===== config.mk =====
export PLATFORM = sky130hd
export DESIGN_NAME = program_loader
export DESIGN_NICKNAME = d
export VERILOG_FILES = /design/src/rtl/program_loader.sv
export SDC_FILE = /design/constraint.sdc
export NUM_CORES = 1
export LEC_CHECK = 0
export CAP_MARGIN = 15
export CORE_MARGIN = 3
export CORE_UTILIZATION = 55
export CTS_BUF_LIST = sky130_fd_sc_hd__clkbuf_4
export DETAILED_ROUTE_END_ITERATION = 10
export PLACE_DENSITY = 0.78
export SLEW_MARGIN = 20
export SYNTH_ARGS = -nofsm -noshare
export SYNTH_HDL_FRONTEND = slang
export SYNTH_SLANG_ARGS = --single-unit

===== constraint.sdc =====
create_clock -name clk -period 3.1 [get_ports clk]
set_input_delay 0.62 -clock clk [delete_from_list [all_inputs] [get_ports clk]]
set_output_delay 0.62 -clock clk [all_outputs]
set_load 0.02 [all_outputs]

===== src/rtl/program_loader.sv =====
// Boot loader: parses A5|LEN|data|CSUM frames from a byte stream, writes 32-bit
// little-endian words into program memory and releases the core once verified.
module program_loader #(
  parameter int unsigned INSTR_ADDR_WIDTH = 10,
  parameter int unsigned TIMEOUT_CYCLES   = 65535
) (
  input  logic                        clk,
  input  logic                        rst,
  input  logic                        s_valid,
  input  logic [7:0]                  s_data,
  output logic                        s_ready,
  output logic                        pgm,
  output logic                        mem_we,
  output logic [INSTR_ADDR_WIDTH-1:0] mem_addr,
  output logic [31:0]                 mem_wdata,
  output logic                        core_rst,
  output logic                        done,
  output logic                        error
);
  localparam int unsigned W         = INSTR_ADDR_WIDTH;
  localparam int unsigned IDLE_W    = $clog2(TIMEOUT_CYCLES + 1);
  localparam logic [32:0] MAX_WORDS = 33'(1) << W;
  localparam logic [7:0]  SYNC_BYTE = 8'hA5;

  typedef enum logic [2:0] {SYNC, LEN0, LEN1, DATA, CSUM, RUN, ERR} state_t;

  state_t              state_q;
  logic [15:0]         len_q;
  logic [W:0]          word_idx_q;
  logic [1:0]          byte_idx_q;
  logic [23:0]         word_q;
  logic [7:0]          xor_q;
  logic [IDLE_W-1:0]   idle_q;
  logic                s_ready_q, pgm_q, mem_we_q, core_rst_q, done_q, error_q;
  logic [W-1:0]        mem_addr_q;
  logic [31:0]         mem_wdata_q;

  logic        hs;
  logic        in_frame;
  logic [15:0] len_full;
  logic        last_word;

  assign hs        = s_valid && s_ready_q;
  assign in_frame  = (state_q == LEN0) || (state_q == LEN1) ||
                     (state_q == DATA) || (state_q == CSUM);
  assign len_full  = {s_data, len_q[7:0]};
  assign last_word = (32'(word_idx_q) + 32'd1) == 32'(len_q);

  always_ff @(posedge clk) begin
    if (rst) begin
      state_q     <= SYNC;
      len_q       <= '0;
      word_idx_q  <= '0;
      byte_idx_q  <= '0;
      word_q      <= '0;
      xor_q       <= '0;
      idle_q      <= '0;
      s_ready_q   <= 1'b1;
      pgm_q       <= 1'b0;
      mem_we_q    <= 1'b0;
      mem_addr_q  <= '0;
      mem_wdata_q <= '0;
      core_rst_q  <= 1'b1;
      done_q      <= 1'b0;
      error_q     <= 1'b0;
    end else begin
      mem_we_q <= 1'b0;
      if (in_frame && !hs) idle_q <= idle_q + IDLE_W'(1);
      else                 idle_q <= '0;

      unique case (state_q)
        SYNC: if (hs && s_data == SYNC_BYTE) begin
          state_q <= LEN0;
          pgm_q   <= 1'b1;
        end
        LEN0: if (hs) begin
          len_q[7:0] <= s_data;
          state_q    <= LEN1;
        end
        LEN1: if (hs) begin
          len_q[15:8] <= s_data;
          word_idx_q  <= '0;
          byte_idx_q  <= '0;
          xor_q       <= '0;
          if (33'(len_full) > MAX_WORDS) begin
            state_q <= ERR;
            error_q <= 1'b1;
            pgm_q   <= 1'b0;
          end else if (len_full == 16'd0) begin
            state_q <= CSUM;
          end else begin
            state_q <= DATA;
          end
        end
        DATA: if (hs) begin
          xor_q      <= xor_q ^ s_data;
          byte_idx_q <= byte_idx_q + 2'd1;
          unique case (byte_idx_q)
            2'd0: word_q[7:0]   <= s_data;
            2'd1: word_q[15:8]  <= s_data;
            2'd2: word_q[23:16] <= s_data;
            default: begin
              mem_we_q    <= 1'b1;
              mem_addr_q  <= word_idx_q[W-1:0];
              mem_wdata_q <= {s_data, word_q};
              word_idx_q  <= word_idx_q + 1'b1;
              if (last_word) state_q <= CSUM;
            end
          endcase
        end
        CSUM: if (hs) begin
          pgm_q <= 1'b0;
          if (s_data == xor_q) begin
            state_q    <= RUN;
            core_rst_q <= 1'b0;
            done_q     <= 1'b1;
            s_ready_q  <= 1'b0;
          end else begin
            state_q <= ERR;
            error_q <= 1'b1;
          end
        end
        RUN: ;
        ERR: if (hs && s_data == SYNC_BYTE) begin
          state_q <= LEN0;
          error_q <= 1'b0;
          pgm_q   <= 1'b1;
        end
        default: state_q <= SYNC;
      endcase

      // Timeout overrides the case above; it can only fire on a cycle without a handshake.
      if (in_frame && !hs && idle_q == IDLE_W'(TIMEOUT_CYCLES - 1)) begin
        state_q <= ERR;
        error_q <= 1'b1;
        pgm_q   <= 1'b0;
      end
    end
  end

  assign s_ready   = s_ready_q;
  assign pgm       = pgm_q;
  assign mem_we    = mem_we_q;
  assign mem_addr  = mem_addr_q;
  assign mem_wdata = mem_wdata_q;
  assign core_rst  = core_rst_q;
  assign done      = done_q;
  assign error     = error_q;
endmodule

==> impl_metrics.env <==
export IMPL_status="complete, no violations"
export IMPL_cts_root_buf="clkbuf_4"
export IMPL_leakage_uw=0.002216
export IMPL_synth_cell_types=58
export IMPL_slew_headroom_pct=60.02
export IMPL_fp_dieH_um=106.5
export IMPL_finClkSkew_ns=0.01749
export IMPL_avgSynthCellArea_um2=8.177
export IMPL_ys_ff_latch=127
export IMPL_die_width_um=106.5
export IMPL_cp_start_kind="flip-flop"
export IMPL_die_area_um2=11350
export IMPL_synth_seq_area_share_pct=45.72
export IMPL_layout_drive_gt1_share_pct=8.243
export IMPL_rsz0062_at_grt="false"
export IMPL_synthToLayoutAreaGrowth_pct=17.57
export IMPL_first_iter_violations=284
export IMPL_ios=59
export IMPL_cts_sinks=127
export IMPL_path_cells="ha_1, nand3_4, o31a_1, nor4b_2, nand4_1, o311ai_2, a211oi_1"
export IMPL_synth_edf_count=0
export IMPL_overflow=0
export IMPL_grt_pass1_wl_um=22360
export IMPL_ctsResizeCount=0
export IMPL_ys_flop_type="dfxtp_1"
export IMPL_start_util_pct=56.63
export IMPL_timing_rr_start="word_idx_q[0]"
export IMPL_postSynth_asyncResetShare_pct=0
export IMPL_ctsHoldBuffers=0
export IMPL_cts_tree="done"
export IMPL_std_cell_rows=36
export IMPL_finalCritPeriodShare_pct=77.67
export IMPL_hold_path_class="flip-flop to flip-flop"
export IMPL_cts_setup_buffers=0
export IMPL_vias=4855
export IMPL_synth_top_cells_by_area="dfxtp_1 46%, nand2_1 8.7%, a21oi_1 7.8%"
export IMPL_grt_max_degree=56
export IMPL_drc=0
export IMPL_synth_area_leader_cell="dfxtp_1"
export IMPL_h_tree_depth=4
export IMPL_routed_wl_um=13060
export IMPL_synth_most_common_cell="nand2_1"
export IMPL_clock_fmax_ghz=0.4153
export IMPL_regToRegEndpoint="state_q[1]"
export IMPL_cts_buffers=17
export IMPL_rrSetupSlack_ns=0.69
export IMPL_clock_latency_ns=0.53
export IMPL_core_area_um2=9819
export IMPL_path_clk_slew_ns=0.11
export IMPL_hold_viol=0
export IMPL_postRouteAntennaNets=0
export IMPL_maxCapViolations=0
export IMPL_worst_pin_slew_ns=0.5975
export IMPL_first_pass_iters=5
export IMPL_hpwl_um=9142
export IMPL_synth_cells=680
export IMPL_min_path_cells=2
export IMPL_rr_worst_depth=7
export IMPL_crit_buf_inv=0
export IMPL_netlist_area_um2=5560
export IMPL_fin_setup_tns_ns=0
export IMPL_synthTopCellsByCount="129 x nand2_1, 127 x dfxtp_1, 87 x a21oi_1"
export IMPL_clock_path_buffers=2
export IMPL_avgViaCountPerCell=5.561
export IMPL_critPathArrivalTime_ns=2.81
export IMPL_holdPathEnd="done"
export IMPL_cp_slowest_cell="dfxtp_1"
export IMPL_final_util_pct=66.58
export IMPL_setup_viol=0
export IMPL_powerDensity_nw_per_um2=531.5
export IMPL_antenna_cells=0
export IMPL_ir_drop_uv=400.5
export IMPL_grt_pass1_vias=4771
export IMPL_detail_route_wl_per_cell_um=14.96
export IMPL_crit_fanout=9
export IMPL_antenna_found_initial=0
export IMPL_gr_usage_all_layers_pct=24.64
export IMPL_cp_required_ns=3.50
export IMPL_final_net_count=745
export IMPL_final_max_slew_viol_count=0
export IMPL_crit_type="flip-flop to flip-flop"
export IMPL_gp_congestion=0.8908
export IMPL_endpoint_kind="flip-flop"
export IMPL_crit_family="compound AO/OA/AOI/OAI gates"
export IMPL_port_buffer_count=58
export IMPL_syn_nets=698
export IMPL_cpPeakStageDelay_ns=0.49
export IMPL_cp_num_cells=7
export IMPL_fill_cells=863
export IMPL_yosys_area_top_type_share_pct=45.72
export IMPL_ys_warn_count=0
export IMPL_period_minus_slack_ns=2.408
export IMPL_min_delay_start="done"
worst reg2reg max path: cells and delay by family (launching register included):
| family | cells | cell delay, ns |
|---|---|---|
| AO/OA/AOI/OAI | 3 | 0.80 |
| AND/OR/NAND/NOR | 3 | 0.67 |
| flip-flops | 1 | 0.49 |
| adder cells (fa/ha/maj) | 1 | 0.33 |
kinds of logic (layout without fill, tap and decap cells):
family	count (synthesis)	after routing	share of synthesized area, %
AOI/OAI and AO/OA	136	136	13.68
xor gates and xnor gates	41	41	6.458
adders and majority gates	8	8	1.755
buffers and inverters	56	116	4.208
DFF	127	127	45.72
muxes	17	17	3.083
and+or+nand+nor	295	295	25.09
routing by layer:
layer	GRT usage (%)	vias to the layer above	part of all wire (%)
met5	0	-	0
met4	11.42	0	2.7
met3	6.315	32	6.4
met2	39.19	161	46
met1	31.43	2268	45
li1	-	2394	-
power breakdown:
part | leakage [uW] | switching [uW] | internal (uW)
registers | 0.00102 | 73.1 | 1680
logic | 0.00103 | 305 | 213
clock network | 0.000159 | 628 | 580
layout make-up:
cell class                 count  area (um2)  area share (%)
clock inverter                13       161.4           2.469
timing repair buffer          76       710.7           10.87
clock buffer                  19       142.6           2.182
inverter                       8       30.03          0.4593
sequential                   127        2542           38.89
tap                          133       166.4           2.545
multi-input combinational    497        2784           42.58
stage by stage:
stage / cell area (um2) / hold slack (ns) / total power (uW) / setup WS [ns] / std cells
final: 6538 / 0.4573 / 3475 / 0.6923 / 873
after global routing: 6538 / 0.4745 / 3631 / 0.6009 / 873
after CTS: 6538 / 0.4591 / 3487 / 0.7430 / 873
after detailed placement: 6233 / 0.4401 / 2292 / 0.4000 / 841
after global placement: 6233 / 0.4361 / 2278 / 0.4811 / 841
after floorplan: 5560 / 0.4321 / 2162 / 1.037 / 680
cell usage in the layout (no fill, tap or decap), types with 5 or more instances in the layout:
master / n
mux2i_1: 16
clkdlybuf4s50_1: 57
o21ai_0: 25
nand2_1: 129
buf_4: 18
nor2b_1: 6
nand3b_1: 8
a21oi_1: 87
nand2b_1: 5
xnor2_1: 24
and2_1: 5
inv_1: 7
nand3_1: 37
ha_1: 7
xor2_1: 17
nor3_1: 7
nand4_1: 7
dfxtp_1: 127
clkbuf_4: 19
and3_1: 6
nor2_1: 62
flip-flops by register name, summed over array words and instances, names as in the netlist:
signal,count
word_q,24
done,1
pgm,1
error,1
xor_q,8
idle_q,16
word_idx_q,11
len_q,16
state_q,3
mem_we,1
core_rst,1
mem_wdata,32
mem_addr,10
byte_idx_q,2
worst max-delay path by stage:
stage	to	start	slack [ns]
detailed placement	state_q[0]	s_data[7]	0.40
global placement	state_q[1]	s_data[1]	0.48
floorplan	state_q[1]	s_data[3]	1.04
global route	state_q[1]	word_idx_q[0]	0.60
CTS	state_q[1]	word_idx_q[0]	0.74
finish	state_q[1]	word_idx_q[0]	0.69
Power figures use the tool's default switching activity.
